--- config.mk ---
export PLATFORM = sky130hd
export DESIGN_NAME = assert_event_arbiter
export DESIGN_NICKNAME = d
export VERILOG_FILES = /design/src/rtl/assert_event_arbiter.sv
export SDC_FILE = /design/constraint.sdc
export NUM_CORES = 1
export LEC_CHECK = 0
export BUFFER_PORTS_ARGS = -buffer_cell sky130_fd_sc_hd__clkbuf_2
export CELL_PAD_IN_SITES_DETAIL_PLACEMENT = 1
export CELL_PAD_IN_SITES_GLOBAL_PLACEMENT = 2
export CORE_ASPECT_RATIO = 1.75
export CORE_MARGIN = 3
export CORE_UTILIZATION = 28
export CTS_CLUSTER_DIAMETER = 200
export DETAILED_ROUTE_END_ITERATION = 7
export GPL_ROUTABILITY_DRIVEN = 0
export GPL_TIMING_DRIVEN = 0
export PLACE_DENSITY = 0.87
export SLEW_MARGIN = 20
export SYNTH_ARGS = -nofsm -noshare
export SYNTH_HDL_FRONTEND = slang
export SYNTH_SLANG_ARGS = --single-unit
--- constraint.sdc ---
create_clock -name clk -period 3 [get_ports clk]
set_input_delay 0.3 -clock clk [delete_from_list [all_inputs] [get_ports clk]]
set_output_delay 0.3 -clock clk [all_outputs]
set_load 0.05 [all_outputs]
--- src/rtl/assert_event_arbiter.sv ---
// Round-robin arbiter that funnels assertion/cover/assume events from N_SRC sources
// into one registered report stream, keeps fail/cover statistics and emits a final summary.
module assert_event_arbiter #(
    parameter int N_SRC = 4,
    parameter int ID_W  = 8,
    parameter int CNT_W = 16
) (
    input  logic                       clk,
    input  logic                       rst_n,
    input  logic [N_SRC-1:0]           src_valid,
    output logic [N_SRC-1:0]           src_ready,
    input  logic [2*N_SRC-1:0]         src_kind,
    input  logic [ID_W*N_SRC-1:0]      src_id,
    output logic                       rpt_valid,
    input  logic                       rpt_ready,
    output logic [$clog2(N_SRC)-1:0]   rpt_src,
    output logic [1:0]                 rpt_kind,
    output logic [ID_W-1:0]            rpt_id,
    input  logic                       final_req,
    output logic                       final_done,
    output logic [CNT_W-1:0]           fail_cnt,
    output logic [CNT_W-1:0]           cover_cnt
);

    localparam int SRC_W = $clog2(N_SRC);

    typedef enum logic [1:0] {
        ST_RUN     = 2'd0,
        ST_DRAIN   = 2'd1,
        ST_SUMMARY = 2'd2,
        ST_DONE    = 2'd3
    } state_t;

    state_t               r_state;
    state_t               w_state_next;
    logic [SRC_W-1:0]     r_ptr;
    logic                 r_valid;
    logic [SRC_W-1:0]     r_src;
    logic [1:0]           r_kind;
    logic [ID_W-1:0]      r_id;
    logic [CNT_W-1:0]     r_fail;
    logic [CNT_W-1:0]     r_cover;
    logic                 r_done;

    logic                 w_can_accept;
    logic                 w_found;
    logic [SRC_W-1:0]     w_gidx;
    logic                 w_accept;
    logic [N_SRC-1:0]     w_grant;
    logic [1:0]           w_kind;
    logic [ID_W-1:0]      w_id;
    logic [SRC_W-1:0]     w_ptr_next;
    logic                 w_is_fail;
    logic                 w_is_cover;
    logic                 w_load_sum;
    logic                 w_handshake;

    function automatic logic [CNT_W-1:0] sat_inc(input logic [CNT_W-1:0] c);
        return (&c) ? c : c + {{(CNT_W-1){1'b0}}, 1'b1};
    endfunction

    // Clamp the fail count into the identifier field (all ones once it no longer fits).
    function automatic logic [ID_W-1:0] sum_id(input logic [CNT_W-1:0] c);
        logic [CNT_W+ID_W-1:0] v_wide;
        logic                  v_over;
        v_wide = {{ID_W{1'b0}}, c};
        v_over = |(v_wide >> ID_W);
        return v_over ? {ID_W{1'b1}} : v_wide[ID_W-1:0];
    endfunction

    // The register can take a new event when empty or being emptied; rst_n keeps src_ready low in reset.
    assign w_can_accept = rst_n && (r_state == ST_RUN) && (!r_valid || rpt_ready);
    assign w_handshake  = r_valid && rpt_ready;
    assign w_load_sum   = (r_state == ST_DRAIN) && !r_valid;

    // Round-robin search for the first valid source starting at r_ptr.
    always_comb begin : p_rr_search
        int   v_idx;
        logic v_hit;
        w_found = 1'b0;
        w_gidx  = '0;
        v_idx   = 0;
        v_hit   = 1'b0;
        for (int k = 0; k < N_SRC; k++) begin
            v_idx = int'(r_ptr) + k;
            v_idx = (v_idx >= N_SRC) ? (v_idx - N_SRC) : v_idx;
            v_hit = !w_found && src_valid[v_idx];
            w_gidx  = v_hit ? SRC_W'(v_idx) : w_gidx;
            w_found = w_found | v_hit;
        end
    end

    assign w_accept   = w_found && w_can_accept;
    assign w_grant    = w_accept ? ({{(N_SRC-1){1'b0}}, 1'b1} << w_gidx) : {N_SRC{1'b0}};
    assign w_kind     = src_kind[int'(w_gidx)*2 +: 2];
    assign w_id       = src_id[int'(w_gidx)*ID_W +: ID_W];
    assign w_ptr_next = (w_gidx == SRC_W'(N_SRC-1)) ? {SRC_W{1'b0}} : w_gidx + {{(SRC_W-1){1'b0}}, 1'b1};
    assign w_is_fail  = (w_kind == 2'd0) || (w_kind == 2'd2);
    assign w_is_cover = (w_kind == 2'd1);

    // Phase sequencing: run, drain the output register, emit summary, then park.
    always_comb begin
        w_state_next = r_state;
        case (r_state)
            ST_RUN: begin
                if (final_req) w_state_next = ST_DRAIN;
                else           w_state_next = ST_RUN;
            end
            ST_DRAIN: begin
                if (!r_valid) w_state_next = ST_SUMMARY;
                else          w_state_next = ST_DRAIN;
            end
            ST_SUMMARY: begin
                if (w_handshake) w_state_next = ST_DONE;
                else             w_state_next = ST_SUMMARY;
            end
            ST_DONE:  w_state_next = ST_DONE;
            default:  w_state_next = ST_RUN;
        endcase
    end

    // State register and round-robin pointer.
    always_ff @(posedge clk or negedge rst_n) begin
        if (!rst_n) begin
            r_state <= ST_RUN;
            r_ptr   <= '0;
        end else begin
            r_state <= w_state_next;
            if (w_accept) r_ptr <= w_ptr_next;
            else          r_ptr <= r_ptr;
        end
    end

    // Output record register: new event, summary record, or release on handshake.
    always_ff @(posedge clk or negedge rst_n) begin
        if (!rst_n) begin
            r_valid <= 1'b0;
            r_src   <= '0;
            r_kind  <= 2'd0;
            r_id    <= '0;
        end else if (w_accept) begin
            r_valid <= 1'b1;
            r_src   <= w_gidx;
            r_kind  <= w_kind;
            r_id    <= w_id;
        end else if (w_load_sum) begin
            r_valid <= 1'b1;
            r_src   <= '0;
            r_kind  <= 2'd3;
            r_id    <= sum_id(r_fail);
        end else if (w_handshake) begin
            r_valid <= 1'b0;
        end else begin
            r_valid <= r_valid;
        end
    end

    // Saturating statistics, updated in the acceptance cycle.
    always_ff @(posedge clk or negedge rst_n) begin
        if (!rst_n) begin
            r_fail  <= '0;
            r_cover <= '0;
        end else begin
            if (w_accept && w_is_fail)  r_fail  <= sat_inc(r_fail);
            else                        r_fail  <= r_fail;
            if (w_accept && w_is_cover) r_cover <= sat_inc(r_cover);
            else                        r_cover <= r_cover;
        end
    end

    // Completion flag, sticky until reset.
    always_ff @(posedge clk or negedge rst_n) begin
        if (!rst_n) begin
            r_done <= 1'b0;
        end else if ((r_state == ST_SUMMARY) && w_handshake) begin
            r_done <= 1'b1;
        end else begin
            r_done <= r_done;
        end
    end

    assign src_ready  = w_grant;
    assign rpt_valid  = r_valid;
    assign rpt_src    = r_src;
    assign rpt_kind   = r_kind;
    assign rpt_id     = r_id;
    assign final_done = r_done;
    assign fail_cnt   = r_fail;
    assign cover_cnt  = r_cover;

endmodule

==> results_dict.tcl <==
set metrics [dict create \
    outcome "complete, no violations" \
    track_usage 0.157 \
    synth-seq-cells 50 \
    reg2reg_to "fail_cnt[12]$_DFFE_PN0P_" \
    min_period_ns 2.84 \
    drc 0 \
    grt_pass1_vias 2723 \
    cpPeakStageDelay_ns 0.46 \
    initial_core_util 0.289 \
    placed_cell_area_mm2 0.00337 \
    fp.dieArea_mm2 0.0110 \
    path_delay_family "simple AND/OR/NAND/NOR gates" \
    core_area_mm2 0.00947 \
    rows 47 \
    overflow 0 \
    drive_above_1_share 0.287 \
    numCtsBuffers 5 \
    portBuffers 97 \
    fin_setup_tns_ns 0 \
    skew_ns 0.00865 \
    yosys_warnings 0 \
    cts_tree "done" \
    first_iter_violations 71 \
    worst_skew_pair.late_latency_ns 0.29 \
    ys_seq_area_frac 0.458 \
    setup_violations 0 \
    required_ns 3.17 \
    rrSetupSlack_ns 0.16 \
    firstDrtPassIters 4 \
    avgSynthCellArea_um2 8.91 \
    relSlewSlack 0.511 \
    worst_setup_path_start_kind "register" \
    final_area_mm2 0.00356 \
    slew_violations 0 \
    cp_slowest_cell "dfrtp_1" \
    crit_buf_inv 2 \
    timing.rr.start "r_ptr[1]$_DFFE_PN0P_" \
    critPathCaptureType "register" \
    max_freq_mhz 352 \
    p_leak_nw 1.75 \
    num-fill-cells 1167 \
    reg2reg_depth 10 \
    cts_root_buffer "clkbuf_16" \
    nNetsFinal 464 \
    clk_path_buf_depth 2 \
    n_antenna_cell 0 \
    synth-main-ff-cell "dfrtp_1" \
    htreeDepth 2 \
    path_class "register to register" \
    grt_max_degree 53 \
    post_drt_wl_per_cell_um 15.7 \
    path_common_cell "or3_1" \
    syn_nets 361 \
    dp_hpwl_um 6620 \
    multi_input_area_mm2 0.00145 \
    async_flop_share 1.00 \
    clkTransAtPathRegs_ns 0.07 \
    ys_types 38 \
    power_density_mw_per_mm2 700 \
    drt_wl_total_um 8380 \
    vdd_drop_max_mv 0.287 \
    synth_area_mm2 0.00273 \
    ff_latch_area_mm2 0.00125 \
    hp-class "input pin to async pin" \
    cp_max_fo 13 \
    io_pins 98 \
    die_h_um 137 \
    syn_inst 307 \
    die_w_um 80.7 \
    synth_edf_count 0 \
    max_cap_viol_count 0 \
    arrival_ns 3.01 \
    antenna_found_initial 0 \
    clkSinkCount 50 \
    vias 2635 \
    crit_cells 10 \
    period_share 0.946 \
    syn_to_final_growth_pct 30.1 \
    path_cells "nand2b_1, a21oi_1, nor3_4, inv_2, a221oi_4, o21ai_1, or3_1, buf_2, or3_1, xnor2_1" \
    tightest_slew_ns 0.734 \
    vias_per_cell 4.94 \
    hold_viol 0 \
    drtAntennaViolNets 0 \
    grt_pass1_wl_um 13600 \
]
## layout by cell type (no fill, tap or decap), types with 2 or more instances in the layout
cell / instances
clkbuf_16: 5
and2_1: 7
nand2b_1: 5
o22ai_1: 8
xor2_1: 6
nand4_1: 10
inv_1: 5
inv_2: 2
a221oi_4: 2
nor2_1: 18
o21ai_0: 13
xnor2_1: 22
nor3_1: 6
or3_1: 2
nor2b_1: 2
nand3_1: 38
ha_1: 6
nand2_1: 57
a21oi_1: 7
and3_1: 9
and4_1: 2
clkbuf_1: 6
dfrtp_1: 50
clkbuf_2: 100
nor4_1: 2
mux2_1: 3
## state kept, by name, summed over array words and instances, names as in the netlist
signal	count
fail_cnt	16
rpt_src	2
rpt_kind	2
rpt_valid	1
cover_cnt	16
final_done	1
rpt_id	8
r_ptr	2
r_state	2
## area by class of cell
| class | instances | area share |
|---|---|---|
| flip-flops and latches | 50 | 0.352 |
| well taps | 122 | 0.0429 |
| clock inverters | 1 | 0.00141 |
| repair buffers | 97 | 0.137 |
| clock buffers | 7 | 0.0401 |
| inverters | 7 | 0.00739 |
| plain buffers | 10 | 0.0123 |
| multi-input cells | 239 | 0.407 |
## synthesized netlist by cell type (3+ instances only)
library cell / n / area share
and3_1: 9 / 0.021
nor3_1: 7 / 0.013
nand2_1: 57 / 0.078
a21oi_1: 7 / 0.013
dfrtp_1: 50 / 0.46
nand4_1: 10 / 0.023
nand3_1: 38 / 0.070
clkbuf_1: 9 / 0.012
xnor2_1: 22 / 0.070
o21ai_0: 13 / 0.024
nand2b_1: 5 / 0.011
mux2_1: 3 / 0.012
xor2_1: 6 / 0.019
ha_1: 6 / 0.027
inv_1: 5 / 0.0069
o22ai_1: 8 / 0.018
nor2_1: 18 / 0.025
and2_1: 7 / 0.016
## what timing repair did
action	CTS	global route
endpoints found under the setup margin	5	4
buffers inserted	0	0
resized for setup	3	5
hold buffers	0	0
## per-stage QoR
stage               cells  worst slack [ns]  utilization  power (mW)  hold WS, ns
detailed placement    526            0.0224        0.356        1.91        0.442
finish                533             0.162        0.376        2.49       0.0875
global placement      526            -0.218        0.356        1.89        0.451
floorplan             307             0.529            -        1.61      0.00441
global route          533         -0.000235        0.376        2.65        0.149
CTS                   533            0.0541        0.372        2.50        0.127
## cells by family (layout without fill, tap and decap cells)
| family | Yosys count | count (layout) | synth area share |
|---|---|---|---|
| buffers and inverters | 18 | 122 | 0.0252 |
| AO/OA/AOI/OAI | 36 | 36 | 0.0828 |
| XOR/XNOR | 28 | 28 | 0.0897 |
| AND/OR/NAND/NOR | 165 | 165 | 0.301 |
| flip-flops | 50 | 50 | 0.458 |
| multiplexers | 4 | 4 | 0.0160 |
| adder cells (fa/ha/maj) | 6 | 6 | 0.0275 |
## power by group
| part | total [mW] | internal [mW] | switching [mW] |
|---|---|---|---|
| logic | 1.02 | 0.288 | 0.737 |
| registers | 0.891 | 0.788 | 0.103 |
| clock network | 0.573 | 0.331 | 0.242 |
## per-layer routing
layer / global-route usage / part of all wire / up-vias
met4: 0.0489 / 0.016 / 0
met3: 0.0264 / 0.046 / 8
li1: - / - / 1271
met1: 0.172 / 0.37 / 1291
met2: 0.298 / 0.57 / 65
met5: 0 / 0 / -
## worst max path at each step
| stage | from | to |
|---|---|---|
| 2_1_floorplan | r_ptr[1]$_DFFE_PN0P_ | src_ready[0] |
| 3_3_place_gp | rst_n | cover_cnt[14]$_DFFE_PN0P_ |
| 3_5_place_dp | src_valid[3] | cover_cnt[14]$_DFFE_PN0P_ |
| 4_1_cts | r_ptr[1]$_DFFE_PN0P_ | src_ready[1] |
| 5_1_grt | r_ptr[1]$_DFFE_PN0P_ | fail_cnt[12]$_DFFE_PN0P_ |
| 6_report | r_ptr[1]$_DFFE_PN0P_ | fail_cnt[12]$_DFFE_PN0P_ |
No activity file was read; power rests on OpenSTA's default activity.
